==> config.mk <==
export PLATFORM = sky130hd
export DESIGN_NAME = playfield_renderer
export DESIGN_NICKNAME = d
export VERILOG_FILES = /design/src/rtl/playfield_renderer.sv
export SDC_FILE = /design/constraint.sdc
export NUM_CORES = 1
export LEC_CHECK = 0
export CAP_MARGIN = 10
export CORE_ASPECT_RATIO = 2
export CORE_MARGIN = 10
export CORE_UTILIZATION = 45
export CTS_CLUSTER_DIAMETER = 100
export DETAILED_ROUTE_END_ITERATION = 12
export PLACE_DENSITY_LB_ADDON = 0.08
export REMOVE_ABC_BUFFERS = 1
export SLEW_MARGIN = 20
export SYNTH_ARGS = -nofsm -noshare
export SYNTH_HDL_FRONTEND = slang
export SYNTH_SLANG_ARGS = --single-unit
==> constraint.sdc <==
create_clock -name clk -period 4.75 [get_ports clk]
set_clock_uncertainty 0.05 [all_clocks]
set_input_delay 0.7125 -clock clk [delete_from_list [all_inputs] [get_ports clk]]
set_output_delay 0.7125 -clock clk [all_outputs]
set_load 0.02 [all_outputs]
==> src/rtl/playfield_renderer.sv <==
// Scans the playfield bitmap column-major, overlays snapshotted sprites and streams one pixel write per cycle.
// Optional FRAME_BORDER_EN appends a WALL_COLOUR rectangle around the field before done.
module playfield_renderer #(
  parameter int                  FIELD_W     = 120,
  parameter int                  FIELD_H     = 100,
  parameter int                  ORG_X       = 20,
  parameter int                  ORG_Y       = 10,
  parameter int                  NUM_SPR     = 2,
  parameter int                  SPR_W       = 4,
  parameter int                  SPR_H       = 6,
  parameter int                  COORD_W     = 8,
  parameter int                  COLOUR_W    = 3,
  parameter logic [COLOUR_W-1:0] WALL_COLOUR = 3'b111,
  parameter logic [COLOUR_W-1:0] BG_COLOUR   = 3'b000,
  parameter int                  AW          = 14
) (
  input  logic                        clk,
  input  logic                        resetn,
  input  logic                        start,
  output logic                        busy,
  output logic                        done,
  output logic                        mem_rd_en,
  output logic [AW-1:0]               mem_addr,
  input  logic                        mem_rd_data,
  input  logic [NUM_SPR-1:0]          spr_valid,
  input  logic [NUM_SPR*COORD_W-1:0]  spr_x,
  input  logic [NUM_SPR*COORD_W-1:0]  spr_y,
  input  logic [NUM_SPR*COLOUR_W-1:0] spr_colour,
  output logic [COORD_W-1:0]          x,
  output logic [COORD_W-1:0]          y,
  output logic [COLOUR_W-1:0]         colour,
  output logic                        plot
);
  typedef enum logic [2:0] {
    IDLE,
    SCAN,
    DRAIN,
`ifdef FRAME_BORDER_EN
    BORDER,
`endif
    FINISH
  } state_t;

  localparam logic [COORD_W-1:0] COL_LAST  = COORD_W'(FIELD_W - 1);
  localparam logic [COORD_W-1:0] ROW_LAST  = COORD_W'(FIELD_H - 1);
  localparam logic [COORD_W:0]   SPR_W_EXT = (COORD_W+1)'(SPR_W);
  localparam logic [COORD_W:0]   SPR_H_EXT = (COORD_W+1)'(SPR_H);

  state_t                      state_q, state_d;
  logic [COORD_W-1:0]          col_q, col_d, row_q, row_d;
  logic [AW-1:0]               addr_q, addr_d;
  logic                        drain_q, drain_d;
  logic                        p1_vld_q, p1_vld_d;
  logic [COORD_W-1:0]          p1_col_q, p1_col_d, p1_row_q, p1_row_d;
  logic [NUM_SPR-1:0]          spr_valid_q, spr_valid_d;
  logic [NUM_SPR*COORD_W-1:0]  spr_x_q, spr_x_d, spr_y_q, spr_y_d;
  logic [NUM_SPR*COLOUR_W-1:0] spr_colour_q, spr_colour_d;
  logic                        plot_q, plot_d;
  logic [COORD_W-1:0]          x_q, x_d, y_q, y_d;
  logic [COLOUR_W-1:0]         colour_q, colour_d;
  logic [NUM_SPR-1:0]          hit;
  logic [COLOUR_W-1:0]         pix_colour;

  // One extra bit on every bound so a sprite near the coordinate limit cannot wrap onto column/row 0.
  for (genvar gi = 0; gi < NUM_SPR; gi++) begin : g_hit
    logic [COORD_W:0] sx, sy, c, r;
    assign sx = {1'b0, spr_x_q[gi*COORD_W +: COORD_W]};
    assign sy = {1'b0, spr_y_q[gi*COORD_W +: COORD_W]};
    assign c  = {1'b0, p1_col_q};
    assign r  = {1'b0, p1_row_q};
    assign hit[gi] = spr_valid_q[gi] && (c >= sx) && (c < sx + SPR_W_EXT)
                     && (r >= sy) && (r < sy + SPR_H_EXT);
  end

  always_comb begin
    pix_colour = mem_rd_data ? WALL_COLOUR : BG_COLOUR;
    for (int k = NUM_SPR - 1; k >= 0; k--) begin
      if (hit[k]) pix_colour = spr_colour_q[k*COLOUR_W +: COLOUR_W];
    end
  end

`ifdef FRAME_BORDER_EN
  localparam int BORDER_N = 2 * (FIELD_W + 2) + 2 * FIELD_H;
  localparam int BIW      = $clog2(BORDER_N + 1);

  logic [BIW-1:0]     bidx_q, bidx_d;
  logic [COORD_W-1:0] bx, by;

  // Border order: top row, bottom row, left column, right column.
  always_comb begin : border_pos
    int bi;
    bi = int'(bidx_q);
    if (bi < FIELD_W + 2) begin
      bx = COORD_W'(ORG_X - 1 + bi);
      by = COORD_W'(ORG_Y - 1);
    end else if (bi < 2 * (FIELD_W + 2)) begin
      bx = COORD_W'(ORG_X - 1 + bi - (FIELD_W + 2));
      by = COORD_W'(ORG_Y + FIELD_H);
    end else if (bi < 2 * (FIELD_W + 2) + FIELD_H) begin
      bx = COORD_W'(ORG_X - 1);
      by = COORD_W'(ORG_Y + bi - 2 * (FIELD_W + 2));
    end else begin
      bx = COORD_W'(ORG_X + FIELD_W);
      by = COORD_W'(ORG_Y + bi - 2 * (FIELD_W + 2) - FIELD_H);
    end
  end
`endif

  always_comb begin
    state_d      = state_q;
    col_d        = col_q;
    row_d        = row_q;
    addr_d       = addr_q;
    drain_d      = drain_q;
    spr_valid_d  = spr_valid_q;
    spr_x_d      = spr_x_q;
    spr_y_d      = spr_y_q;
    spr_colour_d = spr_colour_q;
    p1_vld_d     = 1'b0;
    p1_col_d     = col_q;
    p1_row_d     = row_q;
    plot_d       = 1'b0;
    x_d          = x_q;
    y_d          = y_q;
    colour_d     = colour_q;
`ifdef FRAME_BORDER_EN
    bidx_d       = bidx_q;
`endif
    case (state_q)
      IDLE: begin
        if (start) begin
          state_d      = SCAN;
          col_d        = '0;
          row_d        = '0;
          addr_d       = '0;
          spr_valid_d  = spr_valid;
          spr_x_d      = spr_x;
          spr_y_d      = spr_y;
          spr_colour_d = spr_colour;
`ifdef FRAME_BORDER_EN
          bidx_d       = '0;
`endif
        end
      end
      SCAN: begin
        // Column-major scan means the address is a plain running count.
        p1_vld_d = 1'b1;
        addr_d   = addr_q + AW'(1);
        if (row_q == ROW_LAST) begin
          row_d = '0;
          col_d = col_q + COORD_W'(1);
          if (col_q == COL_LAST) begin
            state_d = DRAIN;
            drain_d = 1'b0;
            addr_d  = '0;
          end
        end else begin
          row_d = row_q + COORD_W'(1);
        end
      end
      DRAIN: begin
        drain_d = 1'b1;
        if (drain_q) begin
`ifdef FRAME_BORDER_EN
          state_d = BORDER;
`else
          state_d = FINISH;
`endif
        end
      end
`ifdef FRAME_BORDER_EN
      BORDER: begin
        if (bidx_q == BIW'(BORDER_N)) state_d = FINISH;
      end
`endif
      FINISH:  state_d = IDLE;
      default: state_d = IDLE;
    endcase

    if (p1_vld_q) begin
      plot_d   = 1'b1;
      x_d      = COORD_W'(ORG_X) + p1_col_q;
      y_d      = COORD_W'(ORG_Y) + p1_row_q;
      colour_d = pix_colour;
    end
`ifdef FRAME_BORDER_EN
    // Loading on entry to BORDER lets the first border plot follow the last field plot directly.
    if (state_d == BORDER) begin
      plot_d   = 1'b1;
      x_d      = bx;
      y_d      = by;
      colour_d = WALL_COLOUR;
      bidx_d   = bidx_q + BIW'(1);
    end
`endif
  end

  always_ff @(posedge clk) begin
    if (!resetn) begin
      state_q      <= IDLE;
      col_q        <= '0;
      row_q        <= '0;
      addr_q       <= '0;
      drain_q      <= 1'b0;
      p1_vld_q     <= 1'b0;
      p1_col_q     <= '0;
      p1_row_q     <= '0;
      spr_valid_q  <= '0;
      spr_x_q      <= '0;
      spr_y_q      <= '0;
      spr_colour_q <= '0;
      plot_q       <= 1'b0;
      x_q          <= '0;
      y_q          <= '0;
      colour_q     <= '0;
`ifdef FRAME_BORDER_EN
      bidx_q       <= '0;
`endif
    end else begin
      state_q      <= state_d;
      col_q        <= col_d;
      row_q        <= row_d;
      addr_q       <= addr_d;
      drain_q      <= drain_d;
      p1_vld_q     <= p1_vld_d;
      p1_col_q     <= p1_col_d;
      p1_row_q     <= p1_row_d;
      spr_valid_q  <= spr_valid_d;
      spr_x_q      <= spr_x_d;
      spr_y_q      <= spr_y_d;
      spr_colour_q <= spr_colour_d;
      plot_q       <= plot_d;
      x_q          <= x_d;
      y_q          <= y_d;
      colour_q     <= colour_d;
`ifdef FRAME_BORDER_EN
      bidx_q       <= bidx_d;
`endif
    end
  end

  assign busy      = (state_q != IDLE) && (state_q != FINISH);
  assign done      = (state_q == FINISH);
  assign mem_rd_en = (state_q == SCAN);
  assign mem_addr  = addr_q;
  assign plot      = plot_q;
  assign x         = x_q;
  assign y         = y_q;
  assign colour    = colour_q;
endmodule

==> impl_metrics.json <==
{
  "outcome": "complete, no violations",
  "synth_cell_types": 52,
  "power_density_nw_per_um2": 383,
  "via_per_inst": 5.44,
  "num_antenna_cells": 0,
  "synth_cells": 699,
  "finalNetCount": 888,
  "end_kind": "flip-flop",
  "die_x_um": 102,
  "crit_top_cell": "ha_1",
  "setup_viol": 0,
  "synth_xor_area_share_pct": 6.34,
  "postCtsSetupBuffers": 0,
  "finalCritPeriodShare_pct": 62.0,
  "grt_max_degree": 51,
  "wl_mm": 14.8,
  "yosys.area_share.simple_pct": 19.2,
  "hold_viol_final": 0,
  "start_util_pct": 45.5,
  "grt_pass1_vias": 5296,
  "ys_warn_count": 0,
  "path_class": "reg -> reg",
  "tritoncts": "done",
  "postRouteAntennaNets": 0,
  "grt-ovfl-total": 0,
  "syn-cell-area_um2": 6080,
  "p_leak_nw": 2.91,
  "synth-compound-area-share_pct": 17.7,
  "cp_data_arrival_time_ps": 3130,
  "holdCritPathClass": "reg -> reg",
  "tightest_slew_ps": 787,
  "async_flop_share_pct": 0,
  "cts_max_path_buffers": 2,
  "design.portCount": 81,
  "synth_top_family_by_area": "simple AND/OR/NAND/NOR gates",
  "ir_worst_vdd_v": 0.000271,
  "place.gp.congestion": 0.813,
  "synthTopCellsByArea": "dfxtp_1 36%, ha_1 15%, nand2_1 7.0%",
  "n_fill_cell": 1255,
  "seq_area_frac_synth_pct": 36.2,
  "clk-insertion-delay-late_ps": 350,
  "fin_util_pct": 54.9,
  "slowest_stage": "dfxtp_1",
  "synth_most_common_cell": "nand2_1",
  "drt_iter0_drc": 126,
  "synthAdderAreaFrac_pct": 14.6,
  "core_area_um2": 13400,
  "firstDrtPassIters": 4,
  "synthMuxAreaShare_pct": 1.81,
  "cts_made_buffers": 9,
  "drive_gt1_share_pct": 3.73,
  "path_clk_slew_ps": 70,
  "vias": 5080,
  "grt_setup_unrepaired": "false",
  "synth_top_area_cell": "dfxtp_1",
  "antenna_found_initial": 0,
  "die_y_um": 184,
  "h-tree-depth": 3,
  "port_buffers": 80,
  "cts_root_buffer": "clkbuf_16",
  "synth_flop_cell": "dfxtp_1",
  "synthTopCellsByCount": "113 x nand2_1, 110 x dfxtp_1, 71 x ha_1",
  "cts_resized": 0,
  "post_drt_wl_per_cell_um": 15.8,
  "num_rows": 60,
  "critPathLaunchType": "flip-flop",
  "grt_pass1_wl_mm": 25.0,
  "cp_max_fo": 6,
  "fin_crit_ps": 2950,
  "ys_seq_elements": 110,
  "max_cap_violations": 0,
  "hpwl_mm": 11.4,
  "die-area_um2": 18800,
  "cts.sinks": 110,
  "crit_chain": "ha_1 -> nand3_1 -> xnor2_1 -> ha_1 -> a22o_1 -> nor4_1 -> o21ai_0 -> a311o_1 -> a211oi_2 -> a211oi_1 -> a221o_1",
  "track_usage_pct": 16.4,
  "synth_edf_count": 0,
  "maxSlewHeadroom_pct": 47.5,
  "area_growth_pct": 20.6,
  "tns_ps": 0,
  "drc": 0,
  "cpPeakStageDelay_ps": 450,
  "yosys.area.top_type_share_pct": 36.2,
  "fmax_mhz": 339,
  "slew_violations": 0,
  "required_ps": 4930,
  "cts_hold_buf": 0,
  "syn_area_per_cell_um2": 8.69
}
area by class of cell:
class,instances,area (um^2),area share [%]
Tap cell,155,194,2.65
Timing Repair Buffer,86,841,11.5
Clock buffer,10,229,3.12
Multi-Input combinational cell,523,3630,49.5
Sequential cell,110,2200,30.0
Inverter,43,161,2.20
Clock inverter,6,76.3,1.04
sequential cells by signal (all words and copies together), names as in the netlist, 8 cells and up:
| signal | flops |
|---|---|
| spr_x_q | 16 |
| spr_y_q | 16 |
| mem_addr | 14 |
| col_q | 8 |
| p1_col_q | 8 |
| p1_row_d | 8 |
| p1_row_q | 8 |
| x | 8 |
| y | 8 |
layout by cell type, fill, tap and decap left out, types with 2 or more instances in the layout:
cell type and instances:
xnor2_1 23, a21o_1 5, nor3_1 9, a211oi_1 7, a22oi_1 2, o2111ai_1 3, buf_4 6, a31o_2 2
inv_1 43, and3_1 5, ha_1 71, a21boi_0 41, nor2_1 30, or3_1 5, nand2_1 113, clkdlybuf4s50_1 79
inv_6 3, xor2_1 21, o2bb2ai_1 2, mux2i_1 11, a31oi_1 3, o211a_1 7, clkbuf_16 9, nand2b_1 8
a221o_1 3, nand4_1 14, o211ai_1 6, dfxtp_1 110, and2_1 19, o21ai_0 27, a2111oi_0 2, a211o_1 3
a21oi_1 24, o21a_1 5, nand3_1 17, nor2b_1 18
worst paths after layout:
path	slack (ps)	cells past startpoint	end	start
worst min register to register	420	2	spr_x_q[6]	spr_x_q[6]
worst max register to register	1800	11	colour[2]	spr_x_q[2]
worst min-delay path	420	2	spr_x_q[6]	spr_x_q[6]
worst max-delay path	1800	11	colour[2]	spr_x_q[2]
stage by stage:
step           power (mW)  area (um^2)  std cells  setup WS (ps)  hold WS [ps]
3_3_place_gp         2.03         7020        917           1620           402
5_1_grt              3.00         7330        933           1510           448
3_5_place_dp         2.06         7020        917           1530           412
4_1_cts              2.85         7330        933           1770           426
2_1_floorplan        1.72         5990        676           1840           387
6_report             2.81         7330        933           1800           418
critical path: cells and delay by family (launching register included):
family          cells  cell delay, ps
compound gates      6            1360
xor+xnor            1             180
fa+ha+maj           2             510
flops               1             450
simple gates        2             270
routing by layer:
| layer | part of all wire [%] | global-route usage, % | vias up |
|---|---|---|---|
| met1 | 38 | 16.8 | 2407 |
| met4 | 2.1 | 6.24 | 0 |
| li1 | - | - | 2571 |
| met5 | 0 | 0 | - |
| met2 | 56 | 31.4 | 75 |
| met3 | 3.8 | 3.08 | 27 |
power breakdown:
group	leakage (nW)	switching [mW]	total, mW	internal (mW)
combinational	1.87	0.526	0.891	0.365
sequential	0.894	0.101	1.14	1.03
clock	0.150	0.364	0.784	0.420
cells by family after synthesis:
logic type / after synthesis
AND/OR/NAND/NOR: 244
AO/OA/AOI/OAI: 153
flip-flops: 110
adder cells (fa/ha/maj): 71
buffers and inverters: 66
XOR/XNOR: 44
multiplexers: 11
Power figures use the tool's default switching activity.
